--- src/rtl/store_buffer.sv ---
// Store buffer sitting between the MEM stage and data memory.
// Stores are queued as {addr, data, be} entries and handed to memory in
// program order. The head entry is presented directly on mem_req_*. The
// pipeline is stalled when a store meets a full buffer, or when a load hits
// a word that still has a pending store in the buffer.
module store_buffer #(
   parameter int XLEN  = 32,
   parameter int DEPTH = 4
) (
   input  logic                         clk,
   input  logic                         rst,
   input  logic                         MemWriteM,
   input  logic                         MemReadM,
   input  logic [XLEN-1:0]              ALUResultM,
   input  logic [XLEN-1:0]              WriteDataM,
   input  logic [XLEN/8-1:0]            ByteEnM,
   output logic                         StallSB,
   output logic                         mem_req_valid,
   output logic [XLEN-1:0]              mem_req_addr,
   output logic [XLEN-1:0]              mem_req_data,
   output logic [XLEN/8-1:0]            mem_req_be,
   input  logic                         mem_req_ready,
   output logic [$clog2(DEPTH+1)-1:0]   sb_count,
   output logic                         sb_empty
);

   localparam int PTR_W = $clog2(DEPTH);
   localparam int CNT_W = $clog2(DEPTH+1);
   localparam int BE_W  = XLEN/8;

   logic [XLEN-1:0]  addr_q [DEPTH];
   logic [XLEN-1:0]  data_q [DEPTH];
   logic [BE_W-1:0]  be_q   [DEPTH];

   logic [PTR_W-1:0] wr_ptr;
   logic [PTR_W-1:0] rd_ptr;
   logic [CNT_W-1:0] count;

   logic             full;
   logic             hazard;
   logic             enq;
   logic             deq;
   logic [PTR_W-1:0] slot;

   // Pointers wrap explicitly from the last entry back to entry 0.
   function automatic logic [PTR_W-1:0] next_ptr(input logic [PTR_W-1:0] p);
      if (p == PTR_W'(DEPTH-1)) begin
         return '0;
      end
      return p + PTR_W'(1);
   endfunction

   assign full = (count == CNT_W'(DEPTH));

   // Scan every occupied entry (offsets 0..count-1 from the head) for a word-address match with the load.
   always_comb begin
      hazard = 1'b0;
      slot   = '0;
      for (int i = 0; i < DEPTH; i++) begin
         slot = rd_ptr + PTR_W'(i);
         if ((CNT_W'(i) < count) &&
             (addr_q[slot][XLEN-1:2] == ALUResultM[XLEN-1:2])) begin
            hazard = 1'b1;
         end
      end
   end

   // A store (even with MemReadM also high) only stalls on full; a pure load stalls on a pending match.
   always_comb begin
      StallSB = 1'b0;
      if (MemWriteM) begin
         StallSB = full;
      end else if (MemReadM) begin
         StallSB = hazard;
      end
   end

   assign enq = MemWriteM & ~StallSB;
   assign deq = (count != '0) & mem_req_ready;

   // Pointer and occupancy bookkeeping; reset empties the buffer regardless of other activity.
   always_ff @(posedge clk) begin
      if (rst) begin
         wr_ptr <= '0;
         rd_ptr <= '0;
         count  <= '0;
      end else begin
         if (enq) begin
            wr_ptr <= next_ptr(wr_ptr);
         end
         if (deq) begin
            rd_ptr <= next_ptr(rd_ptr);
         end
         case ({enq, deq})
            2'b10:   count <= count + CNT_W'(1);
            2'b01:   count <= count - CNT_W'(1);
            default: count <= count;
         endcase
      end
   end

   // Entry storage is not reset; a store presented during reset is simply not written.
   always_ff @(posedge clk) begin
      if (!rst && enq) begin
         addr_q[wr_ptr] <= ALUResultM;
         data_q[wr_ptr] <= WriteDataM;
         be_q[wr_ptr]   <= ByteEnM;
      end
   end

   assign mem_req_valid = (count != '0);
   assign mem_req_addr  = addr_q[rd_ptr];
   assign mem_req_data  = data_q[rd_ptr];
   assign mem_req_be    = be_q[rd_ptr];
   assign sb_count      = count;
   assign sb_empty      = (count == '0);

endmodule
--- config.mk ---
export PLATFORM = sky130hd
export DESIGN_NAME = store_buffer
export DESIGN_NICKNAME = d
export VERILOG_FILES = /design/src/rtl/store_buffer.sv
export SDC_FILE = /design/constraint.sdc
export NUM_CORES = 1
export LEC_CHECK = 0
export ABC_AREA = 0
export BUFFER_PORTS_ARGS = -buffer_cell sky130_fd_sc_hd__buf_2
export CORE_ASPECT_RATIO = 0.6
export CORE_UTILIZATION = 40
export DETAILED_ROUTE_END_ITERATION = 6
export GPL_TIMING_DRIVEN = 0
export HOLD_SLACK_MARGIN = 0.02
export PLACE_DENSITY_LB_ADDON = 0.25
export SETUP_SLACK_MARGIN = 0.05
export SLEW_MARGIN = 0
export SYNTH_ARGS = -nofsm -noshare
export SYNTH_HDL_FRONTEND = slang
export SYNTH_SLANG_ARGS = --single-unit
--- constraint.sdc ---
create_clock -name clk -period 2.9 [get_ports clk]
set_input_delay 0.435 -clock clk [delete_from_list [all_inputs] [get_ports clk]]
set_output_delay 0.435 -clock clk [all_outputs]
set_load 0.005 [all_outputs]
Word level (Yosys, flattened, before mapping) --
Memory sizes are Yosys's and may differ from the RTL's. A register that Yosys moved wholly into a read port is not among the register bits. Cells that the tools add are included.
Word-level totals: memory bits (writable) 272, flip-flop bits (word level) 7, input bits 73, memories 3, output and inout bits 74
Memory list:
- addr_q | words 4, width 32, read ports 4, clocked after memory_dff 1, write ports 1, line 31 | logic [XLEN-1:0] addr_q [DEPTH];
- data_q | words 4, width 32, read ports 1, clocked after memory_dff 1, write ports 1, line 32 | logic [XLEN-1:0] data_q [DEPTH];
- be_q | words 4, width 4, read ports 1, clocked after memory_dff 1, write ports 1, line 33 | logic [BE_W-1:0] be_q [DEPTH];
Cells by class: add/sub/neg operators 6, reductions and logical operators 9, muxes and demuxes 25, bitwise gates (word level) 3, equal/unequal tests 9, $lt $le $gt $ge 4
Operator list (count):
- 30-bit == test | 4
- 2-bit 2-to-1 mux | 10
- 1-bit 2-to-1 mux | 14
- 2-bit == test, second input constant | 3
- 1-bit by 3-bit less-than comparator with 1-bit output, first input constant | 2
- 2-bit by 3-bit less-than comparator with 1-bit output, first input constant | 2
- 3-bit case mux with 2 select lines | 1
- 1-bit logical AND | 5
- 2-bit by 1-bit adder with 2-bit output, second input constant | 2
- 2-bit adder, second input constant | 2
- 3-bit by 1-bit adder with 3-bit output, second input constant | 1
- 3-bit == test, second input constant | 1
- 3-bit zero test | 1
- 3-bit nonzero test | 1
- 3-bit by 1-bit subtractor with 3-bit output, second input constant | 1
- 1-bit AND | 2
- 2-bit by 1-bit == test with 1-bit output, second input constant | 1
- 2-bit nonzero test | 1
- 1-bit zero test | 1
- 1-bit NOT | 1

Depth between registers and ports, before layout --
Gate-level depths: netlist (run 1). An unclocked memory read counts as a cell.
word-level depth 14, gate-level depth with buffers 11, depth with buffers taken out 9

Worst setup path before layout (run 1) --
Ideal clock, no wire load.
path kind register to register, start reg count[0] (netlist: sb_count[0]), end mem addr_q[0][0], enable pin, period minus slack after synthesis 3.143 ns, setup slack -0.243 ns, setup time 0.434 ns, path buffers 0, cell stages (with the launch flop) 7, arrival time 2.709 ns, data required time 2.466 ns, cells stage by stage dfxtp_1 -> inv_1 -> ha_1 -> nand2_1 -> nand2_1 -> nor2_1 -> and2_1
Between the ends: word-level cells in the longest chain between the ends 13, elaborated cells on any way between the ends 20, classes of those cells order compare: 4; eq/ne: 1; mux: 8; bitwise: 2; reduce/logical: 5
Ends and longest elaborated chain:
- from (decl) | line 37 | logic [CNT_W-1:0] count;
- from (signal assigned) | line 95 | 2'b10: count <= count + CNT_W'(1);
- from (signal assigned) | line 96 | 2'b01: count <= count - CNT_W'(1);
- from (signal assigned) | line 97 | default: count <= count;
- 1-bit by 3-bit less-than comparator with 1-bit output | line 61 | if ((CNT_W'(i) < count) &&
- 1-bit logical AND | line 61
- 1-bit 2-to-1 mux (4 in series) | line 61
- 1-bit 2-to-1 mux | line 73 | end else if (MemReadM) begin
- 1-bit 2-to-1 mux * | line 71 | if (MemWriteM) begin
- 1-bit NOT * | line 78 | assign enq = MemWriteM & ~StallSB;
- 1-bit AND * | line 78
- 1-bit logical AND * | line 104 | if (!rst && enq) begin
- 1-bit 2-to-1 mux * | line 104
- 1-bit 2-to-1 mux (implied by the code) * | line 105 | addr_q[wr_ptr] <= ALUResultM;
- to (decl) | line 31
Every way passes the cells marked *; elsewhere a longest branch is shown, timed or not.

Final worst setup path (run 1) --
start reg rd_ptr[0], end out StallSB
Between the ends: word-level cells in the longest chain between the ends 9, elaborated cells on any way between the ends 15, classes of those cells add/sub: 3; eq/ne: 3; mux: 5; reduce/logical: 3; memory: 1
Ends and longest elaborated chain:
- from (decl) | line 36 | logic [PTR_W-1:0] rd_ptr;
- from (signal assigned) | line 92 | rd_ptr <= next_ptr(rd_ptr);
- 2-bit by 1-bit adder with 2-bit output | line 60 | slot = rd_ptr + PTR_W'(i);
- memory 4 x 32 bit *
- 30-bit == test | line 62 | (addr_q[slot][XLEN-1:2] == ALUResultM[XLEN-1:2])) begin
- 1-bit logical AND | line 61
- 1-bit 2-to-1 mux (2 in series) | line 61
- 1-bit 2-to-1 mux * | line 61
- 1-bit 2-to-1 mux * | line 73
- 1-bit 2-to-1 mux * | line 71
- to (decl) | line 17 | output logic StallSB,
Marks and branches as above.

==> results of run 1 <==
[worst paths after layout]
path / start / slack (ns) / end
worst max-delay path: rd_ptr[0]$_SDFFE_PP0P_ / -0.95 / StallSB
worst min-delay path: WriteDataM[12] / 0.09 / data_q[0][12]$_DFFE_PP_
worst max register to register: sb_count[0]$_SDFFE_PP0P_ / 0.35 / data_q[2][17]$_DFFE_PP_
worst min register to register: wr_ptr[1]$_SDFFE_PP0P_ / 0.50 / wr_ptr[1]$_SDFFE_PP0P_
[sequential cells by signal (all words and copies together) (netlist names), named ones only]
signal    count
sb_count      3
addr_q      128
wr_ptr        2
be_q         16
rd_ptr        2
data_q      128
[kinds of logic after synthesis]
kind of cell | count (synthesis) | share of synthesized area
AND/OR/NAND/NOR | 74 | 0.0257
adder cells (fa/ha/maj) | 10 | 0.00861
multiplexers | 213 | 0.258
XOR/XNOR | 101 | 0.0609
AO/OA/AOI/OAI | 90 | 0.0439
flip-flops | 281 | 0.574
buffers and inverters | 76 | 0.0285
[power by group through the flow]
stage | Clock (mW) | Combinational (mW) | Sequential, mW
2_1_floorplan | 0 | 3.13 | 4.81
4_1_cts | 3.48 | 5.65 | 4.75
3_5_place_dp | 0 | 4.84 | 4.84
5_1_grt | 3.61 | 6.03 | 4.78
6_report | 3.40 | 5.76 | 4.76
3_3_place_gp | 0 | 4.82 | 4.84
[layer usage]
metal | vias to the layer above | global-route usage
met4 | 2 | 0.0436
met1 | 4902 | 0.381
met2 | 442 | 0.322
met3 | 56 | 0.0961
li1 | 3916 | -
met5 | - | 0
[per-stage QoR]
step           hold WS, ns  utilization  setup slack (ns)  setup TNS, ns  instances
5_1_grt             0.0751        0.497             -1.04          -1.04       1534
6_report            0.0872        0.497            -0.954         -0.954       1535
3_5_place_dp         0.495        0.451            -0.914         -13.67       1461
3_3_place_gp         0.492        0.447            -0.990        -128.92       1457
2_1_floorplan        0.469            -            0.0568              0        845
4_1_cts             0.0608        0.496            -0.862         -0.862       1534
[layout make-up]
| class | instances | area, um^2 | area share |
|---|---|---|---|
| Sequential cell | 281 | 8350 | 0.475 |
| Multi-Input combinational cell | 488 | 6080 | 0.346 |
| Timing Repair Buffer | 175 | 1060 | 0.0605 |
| Clock buffer | 34 | 744 | 0.0423 |
| Buffer | 57 | 604 | 0.0344 |
| Tap cell | 467 | 584 | 0.0332 |
| Clock inverter | 13 | 88.8 | 0.00505 |
| Inverter | 19 | 71.3 | 0.00405 |
| Antenna cell | 1 | 2.50 | 0.000142 |
[timing repair]
action	in CTS	in global routing
setup endpoints to repair	53	23
buffers inserted	25	0
gates cloned	1	0
pin swaps	20	4
resized for setup	126	8
[worst max-delay path, stage by stage (launching register included)]
cell and delay, ns:
dfxtp_2 0.34, ha_4 0.34, buf_12 0.16, buf_12 0.11
mux4_2 0.50, xor2_1 0.16, nor4_1 0.28, nand2_1 0.15
a2111oi_4 0.36, a41oi_2 0.19, a21oi_2 0.15, buf_2 0.12
[cell usage after synthesis (12+ instances only)]
cell and n:
a21oi_1 22, buf_1 14, buf_2 15, edfxtp_1 272
inv_1 17, mux2i_1 77, mux4_2 123, nand2_1 18
nand4_1 12, nor2_1 14, nor4_1 12, xnor2_1 63
xor2_1 38
==> run_results.csv, run 1 <==
group,metric,value,unit
status,status,"finished, violations left",
status,violations,"setup timing",
timing,fin_ws,-0.954,ns
timing,hold_viol_final,0,
logic_synthesis,synthCells,845,
floorplan,pin_count,147,
min_path,min_path_cells,1,
drt,met2WireLength,17.9,mm
grt,grt_max_degree,51,
grt,grt_antenna_before_repair,1,
clock_tree,clk_latency,0.56,ns
place,portBuffers,145,
power_and_ir_drop,peakVddDrop,0.480,mV
logic_synthesis,synthFlopType,"edfxtp_1",
worst_setup_path,r2r_cells,7,
grt,grt.total_usage,0.246,
layout,final_common_cell,"edfxtp_1",
timing,tightest_slew,0.683,ns
layout,fin_nets,1133,
worst_setup_path,cp.arrival,3.42,ns
power_and_ir_drop,p_leak,5.74,nW
clock_tree,cts_tree,"yes",
timing,fin_crit_sh,1.33,
floorplan,die_x,248,um
grt,grt_overflow_total,0,
min_path,hp-class,"input pin to register",
worst_setup_path,critPathKind,"register to output pin",
drt,routed_wl,44.6,mm
logic_synthesis,synthArstFlopShare,0,
logic_synthesis,synth.yosys.seq_area_share,0.574,
floorplan,dieArea,0.0371,mm^2
logic_synthesis,avgSynthCellArea,17.2,um^2
logic_synthesis,ys_warn_count,0,
worst_setup_path,worstSetupEndpointType,"output pin",
job,drv_cap,0,
drt,highest_layer,"met5",
power_and_ir_drop,swShare,0.332,
layout,nFillCells,3027,
power_and_ir_drop,seq_power_share,0.342,
grt,grt_pass1_vias,9099,
worst_setup_path,cp-start-kind,"register",
power_and_ir_drop,report.power.total,13.9,mW
power_and_ir_drop,share_comb_of_total_power,0.414,
clock_tree,postCtsHoldBufs,0,
timing,slew_headroom,0.545,
grt,grt_first_pass_wirelength,64.3,mm
place,dpl-instance-area,0.0160,mm^2
clock_tree,clk_pin_slew,0.06,ns
worst_setup_path,critPathMaxFanout,5,
layout,drive_above_1_share,0.401,
timing,rsz0062_at_grt,"yes",
clock_tree,clock_sinks,281,
power_and_ir_drop,switching_power,4.63,mW
drt,drt_pass1_iterations,7,
place,place_hpwl,31.4,mm
power_and_ir_drop,power_density,791,mW/mm^2
timing,setup_viol,1,
drt,ant_nets,0,
timing,fin_skew,0.0170,ns
timing,drv_slew,0,
logic_synthesis,synth-edff-count,272,
clock_tree,cts_buffer_depth,3,
drt,num_vias,9318,
logic_synthesis,syn-num-nets,928,
logic_synthesis,yosysUniqueCellTypes,54,
power_and_ir_drop,clock_power_share,0.244,
logic_synthesis,synth_top_cell_by_area,"edfxtp_1",
drt,wl_met3,5.27,mm
layout,area_growth,21.1,%
layout,design_area,0.0176,mm^2
floorplan,core-area,0.0354,mm^2
drt,vias_per_cell,6.07,
drt,route.detailed.drc,0,
timing,fmax,0.259,GHz
clock_tree,root_buffer,"clkbuf_16",
clock_tree,numCtsBuffers,28,
floorplan,start_util,0.410,
logic_synthesis,synth_top_area_frac,0.562,
power_and_ir_drop,p_int,9.29,mW
place,gp_congestion,0.994,
logic_synthesis,synth_area,0.0145,mm^2
timing,period_needed,3.85,ns
drt,wire_per_inst,29.1,um
layout,final_cell_mix,"272 x edfxtp_1, 149 x buf_2, 123 x mux4_2",
drt,wl_met1,20.6,mm
drt,drt_iter0_drc,1101,
logic_synthesis,ys_top_cells_by_area,"edfxtp_1 56%, mux4_2 19%, mux2i_1 5.3%",
worst_setup_path,worstPathRequired,2.47,ns
floorplan,die_h,150,um
floorplan,row_count,53,
clock_tree,htree_num_levels,1,
logic_synthesis,ys_seq_elements,281,
No activity file was read; power rests on OpenSTA's default activity.
==> run 2: changes to the inputs <==
--- a/config.mk
+++ b/config.mk
@@ -8,7 +8,7 @@
 export ABC_AREA = 0
 export BUFFER_PORTS_ARGS = -buffer_cell sky130_fd_sc_hd__buf_2
 export CORE_ASPECT_RATIO = 0.6
-export CORE_UTILIZATION = 40
+export CORE_UTILIZATION = 54
 export DETAILED_ROUTE_END_ITERATION = 6
 export GPL_TIMING_DRIVEN = 0
 export HOLD_SLACK_MARGIN = 0.02
==> run_results.csv, run 2 (synthesized netlist as in run 1, its figures left out) <==
group,metric,value,unit
grt,grt.total_usage,0.314,
power_and_ir_drop,p_leak,5.70,nW
floorplan,start_util,0.550,
min_path,hp-class,"input pin to register",
timing,hold_viol_final,0,
clock_tree,root_buffer,"clkbuf_16",
floorplan,die_h,129,um
floorplan,dieArea,0.0276,mm^2
power_and_ir_drop,power_density,793,mW/mm^2
clock_tree,cts_tree,"yes",
place,post-place-ws,-0.876,ns
drt,ant_nets,0,
power_and_ir_drop,p_int,9.27,mW
worst_setup_path,cp_cell_sequence,"ha_4 -> buf_12 -> buf_16 -> buf_12 -> mux2i_1 -> xor2_1 -> nand4_1 -> a2111oi_4 -> a41oi_2 -> a21oi_1 -> buf_2",
layout,drive_above_1_share,0.398,
place,portBuffers,145,
clock_tree,numCtsBuffers,27,
place,placed_cells,1354,
worst_setup_path,critPathMaxFanout,9,
worst_setup_path,slowest_delay,0.38,ns
floorplan,row_count,46,
clock_tree,clk_latency,0.55,ns
worst_setup_path,worstPathRequired,2.47,ns
timing,setup_viol,1,
grt,grt_first_pass_wirelength,61.0,mm
floorplan,core-area,0.0264,mm^2
layout,reg_top3,"addr_q x128, data_q x128, be_q x16",
layout,finalNonFillerCells,1415,
power_and_ir_drop,swShare,0.329,
clock_tree,clk_pin_slew,0.06,ns
status,status,"finished, violations left",
grt,grt_overflow_total,0,
power_and_ir_drop,share_comb_of_total_power,0.412,
layout,final_cell_mix,"272 x edfxtp_1, 148 x buf_2, 123 x mux4_2",
timing,slew_headroom,0.544,
drt,routed_wl,42.3,mm
grt,grt_pass1_vias,9115,
drt,route.detailed.drc,5,
floorplan,die_x,214,um
layout,final_common_cell,"edfxtp_1",
worst_setup_path,cp.arrival,3.36,ns
status,violations,"DRC, setup timing",
place,gp_congestion,1.03,
timing,drv_slew,0,
job,drv_cap,0,
timing,fin_skew,0.0113,ns
drt,drt_pass1_iterations,7,
floorplan,pin_count,147,
drt,wire_per_inst,29.9,um
grt,grt_antenna_before_repair,1,
power_and_ir_drop,clock_power_share,0.242,
min_path,min_path_cells,1,
timing,fin_ws,-0.898,ns
power_and_ir_drop,switching_power,4.55,mW
clock_tree,clock_sinks,281,
power_and_ir_drop,seq_power_share,0.345,
clock_tree,htree_num_levels,1,
worst_setup_path,r2r_cells,7,
timing,fin_crit_sh,1.31,
place,place_hpwl,29.4,mm
drt,num_vias,9453,
layout,area_growth,19.9,%
worst_setup_path,critPathKind,"register to output pin",
timing,tightest_slew,0.682,ns
clock_tree,cts_buffer_depth,3,
worst_setup_path,cp-start-kind,"register",
layout,fin_nets,1122,
grt,grt_max_degree,52,
worst_setup_path,worstSetupEndpointType,"output pin",
power_and_ir_drop,report.power.total,13.8,mW
layout,fin_util,0.659,
drt,drt_iter0_drc,1233,
timing,fmax,0.263,GHz
layout,nFillCells,1822,
drt,vias_per_cell,6.68,
worst_setup_path,crit_path_top_delay_cell,"xor2_1",
timing,rsz0062_at_grt,"yes",
power_and_ir_drop,peakVddDrop,0.549,mV
timing,whs,0.103,ns
worst_setup_path,cpMostUsedCell,"buf_12",
timing,period_needed,3.80,ns
[run 2: cell types whose count changed in the layout (fill, tap and decap cells not counted), sizes merged]
| cell | before | now |
|---|---|---|
| clkinvlp | 1 | 0 |
| bufbuf | 0 | 1 |
| buf | 223 | 212 |
| bufinv | 1 | 2 |
| clkinv | 11 | 8 |
[run 2: power groups by stage]
stage	logic (mW)	registers, mW	clock network (mW)
6_report	5.70	4.77	3.35
5_1_grt	5.93	4.78	3.54
4_1_cts	5.34	4.76	3.40
3_5_place_dp	4.68	4.84	0
3_3_place_gp	4.66	4.84	0
2_1_floorplan	3.13	4.81	0
[run 2: repair_timing]
action | CTS | global route
gates resized for setup | 108 | 27
endpoints found under the hold margin | 0 | 0
endpoints found under the setup margin | 52 | 33
setup buffers | 10 | 4
gates cloned | 2 | 0
pin swaps | 11 | 8
hold buffers | 0 | 0
[run 2: metrics by stage]
step	area [um^2]	TNS (ns)
after floorplan	14500	0
after detailed placement	15800	-13.70
after CTS	17200	-0.819
after global placement	15700	-107.10
final	17400	-0.898
after global routing	17400	-0.946
[run 2: metal layers]
layer,GRT usage,vias up,part of all wire
met3,0.152,62,0.15
met4,0.0534,2,0.015
met5,0.0190,-,0.0015
met2,0.415,667,0.41
li1,-,3893,-
met1,0.472,4829,0.42
[run 2: worst paths after layout]
kind	startpoint	endpoint	slack [ns]
setup / recovery	rd_ptr[0]$_SDFFE_PP0P_	StallSB	-0.90
hold / removal	WriteDataM[5]	data_q[0][5]$_DFFE_PP_	0.10
setup reg to reg	sb_count[0]$_SDFFE_PP0P_	data_q[0][10]$_DFFE_PP_	0.36
hold reg to reg	wr_ptr[1]$_SDFFE_PP0P_	wr_ptr[1]$_SDFFE_PP0P_	0.51
[run 2: worst max-delay path, delay by kind of cell, from the launching register on]
kind	cells	cell delay (ns)
AO/OA/AOI/OAI	3	0.68
buffers and inverters	4	0.58
XOR/XNOR	1	0.38
adder cells (fa/ha/maj)	1	0.37
flip-flops	1	0.34
multiplexers	1	0.24
AND/OR/NAND/NOR	1	0.22
[run 2: layout make-up]
cell class / count / area [um^2] / area share
Antenna cell: 1 / 2.50 / 0.000144
Buffer: 57 / 582 / 0.0334
Clock buffer: 34 / 702 / 0.0403
Clock inverter: 10 / 105 / 0.00603
Inverter: 19 / 71.3 / 0.00409
Multi-Input combinational cell: 488 / 6110 / 0.351
Sequential cell: 281 / 8350 / 0.479
Tap cell: 360 / 450 / 0.0259
Timing Repair Buffer: 165 / 1040 / 0.0598
==> run 3: changes to the inputs <==
--- a/config.mk
+++ b/config.mk
@@ -6,10 +6,10 @@
 export NUM_CORES = 1
 export LEC_CHECK = 0
 export ABC_AREA = 0
-export BUFFER_PORTS_ARGS = -buffer_cell sky130_fd_sc_hd__buf_2
 export CORE_ASPECT_RATIO = 0.6
-export CORE_UTILIZATION = 54
+export CORE_UTILIZATION = 55
 export DETAILED_ROUTE_END_ITERATION = 6
+export DONT_BUFFER_PORTS = 1
 export GPL_TIMING_DRIVEN = 0
 export HOLD_SLACK_MARGIN = 0.02
 export PLACE_DENSITY_LB_ADDON = 0.25
==> constraint.sdc (replaced) <==
create_clock -name clk -period 2.9 [get_ports clk]
set_input_delay 0.29 -clock clk [delete_from_list [all_inputs] [get_ports clk]]
set_output_delay 0.29 -clock clk [all_outputs]
set_load 0.005 [all_outputs]
==> run_results.csv, run 3 (synthesized netlist as in run 1, its figures left out) <==
group,metric,value,unit
grt,grt_antenna_before_repair,1,
power_and_ir_drop,report.power.total,14.0,mW
floorplan,core-area,0.0256,mm^2
power_and_ir_drop,p_leak,5.52,nW
power_and_ir_drop,share_comb_of_total_power,0.404,
layout,drive_above_1_share,0.294,
drt,routed_wl,44.4,mm
timing,slew_headroom,0.470,
floorplan,die_x,212,um
timing,drv_slew,0,
timing,fin_setup_tns,-0.828,ns
layout,final_cell_mix,"272 x edfxtp_1, 123 x mux4_2, 74 x mux2i_1",
drt,wire_per_inst,32.8,um
drt,ant_nets,0,
timing,fmax,0.268,GHz
drt,route.detailed.drc,0,
timing,hold_viol_final,0,
place,portBuffers,0,
grt,grt_pass1_vias,9261,
layout,design_area,0.0175,mm^2
status,violations,"setup timing",
grt,grt_overflow_total,0,
layout,area_growth,20.4,%
timing,fin_crit_sh,1.29,
power_and_ir_drop,clock_power_share,0.255,
clock_tree,clock_sinks,281,
worst_setup_path,critPathMaxFanout,6,
clock_tree,cts_tree,"yes",
worst_setup_path,slowest_delay,0.50,ns
worst_setup_path,cp-start-kind,"register",
floorplan,die_h,128,um
timing,tightest_slew,0.794,ns
min_path,hp-class,"input pin to register",
worst_setup_path,cp_cell_sequence,"ha_4 -> buf_12 -> buf_12 -> mux4_2 -> xnor2_1 -> nor4_2 -> nand2_1 -> a2111oi_4 -> a41oi_2 -> a21oi_2",
worst_setup_path,crit_path_top_delay_cell,"mux4_2",
timing,rsz0062_at_grt,"yes",
worst_setup_path,cpMostUsedCell,"buf_12",
floorplan,start_util,0.567,
grt,grt.total_usage,0.336,
timing,period_needed,3.73,ns
timing,fin_ws,-0.828,ns
drt,num_vias,9319,
floorplan,row_count,45,
clock_tree,numCtsBuffers,26,
grt,grt_first_pass_wirelength,63.4,mm
layout,final_common_cell,"edfxtp_1",
power_and_ir_drop,peakVddDrop,0.598,mV
drt,drt_pass1_iterations,6,
status,status,"finished, violations left",
clock_tree,clk_pin_slew,0.07,ns
place,post-place-ws,-0.989,ns
timing,fin_skew,0.00935,ns
timing,setup_viol,1,
layout,reg_top3,"addr_q x128, data_q x128, be_q x16",
place,place_hpwl,30.1,mm
layout,fin_nets,1064,
power_and_ir_drop,swShare,0.333,
job,drv_cap,0,
worst_setup_path,worstSetupEndpointType,"output pin",
grt,grt_max_degree,40,
clock_tree,htree_num_levels,1,
floorplan,pin_count,147,
power_and_ir_drop,seq_power_share,0.341,
drt,vias_per_cell,6.89,
worst_setup_path,cp.arrival,3.44,ns
clock_tree,clk_latency,0.55,ns
worst_setup_path,worstPathRequired,2.61,ns
power_and_ir_drop,p_int,9.33,mW
clock_tree,cts_buffer_depth,3,
worst_setup_path,critPathKind,"register to output pin",
drt,drt_iter0_drc,1124,
power_and_ir_drop,power_density,799,mW/mm^2
place,dpl-instance-area,0.0151,mm^2
clock_tree,root_buffer,"clkbuf_16",
place,gp_congestion,1.03,
floorplan,dieArea,0.0271,mm^2
power_and_ir_drop,switching_power,4.65,mW
==> run 3: repair_timing <==
| item | CTS | global route |
|---|---|---|
| buffers inserted | 20 | 15 |
| gates resized for setup | 81 | 33 |
| pin swaps | 19 | 20 |
| endpoints found under the setup margin | 40 | 23 |
| hold buffers | 69 | 0 |
| cloned | 0 | 0 |
| hold endpoints to repair | 273 | 0 |
==> run 3: critical path: cells and delay by family (launching register included) <==
kind                       cells  cell delay [ns]
and+or+nand+nor                2             0.56
muxes                          1             0.50
buffers and inverters          2             0.27
AOI/OAI and AO/OA              3             0.65
xor gates and xnor gates       1             0.23
adders and majority gates      1             0.32
DFF                            1             0.34
==> run 3: through the flow <==
stage	hold WS, ns	util	instances
5_1_grt	0.0658	0.683	1352
2_1_floorplan	0.389	-	845
4_1_cts	0.0480	0.672	1337
3_5_place_dp	0.389	0.588	1201
3_3_place_gp	0.389	0.585	1197
6_report	0.0661	0.683	1353
==> run 3: worst paths after layout <==
check | from | end | slack (ns) | cells after the start
max | rd_ptr[0]$_SDFFE_PP0P_ | StallSB | -0.83 | 10
max reg2reg | sb_count[0]$_SDFFE_PP0P_ | data_q[1][18]$_DFFE_PP_ | 0.24 | 7
min reg2reg | wr_ptr[1]$_SDFFE_PP0P_ | wr_ptr[1]$_SDFFE_PP0P_ | 0.53 | 2
min | MemWriteM | wr_ptr[1]$_SDFFE_PP0P_ | 0.07 | 3
==> run 3: power groups by stage <==
stage	clock [mW]	combinational, mW	sequential (mW)
finish	3.57	5.65	4.76
global route	3.74	5.83	4.78
CTS	3.58	5.20	4.76
detailed placement	0	4.46	4.84
global placement	0	4.43	4.84
floorplan	0	3.13	4.81
==> run 3: layout make-up <==
type | count | area (um^2)
Fill cell | 1696 | 8130
Sequential cell | 281 | 8350
Clock inverter | 17 | 190
Buffer | 57 | 541
Multi-Input combinational cell | 488 | 6070
Timing Repair Buffer | 108 | 1140
Antenna cell | 1 | 2.50
Clock buffer | 30 | 687
Tap cell | 352 | 440
Inverter | 19 | 71.3
==> run 3: routing by layer <==
| layer | GRT usage | vias to the layer above | wire length [um] |
|---|---|---|---|
| li1 | - | 3781 | - |
| met4 | 0.0712 | 0 | 747 |
| met1 | 0.483 | 4859 | 18100 |
| met2 | 0.462 | 618 | 18800 |
| met5 | 0 | - | 0 |
| met3 | 0.166 | 61 | 6770 |
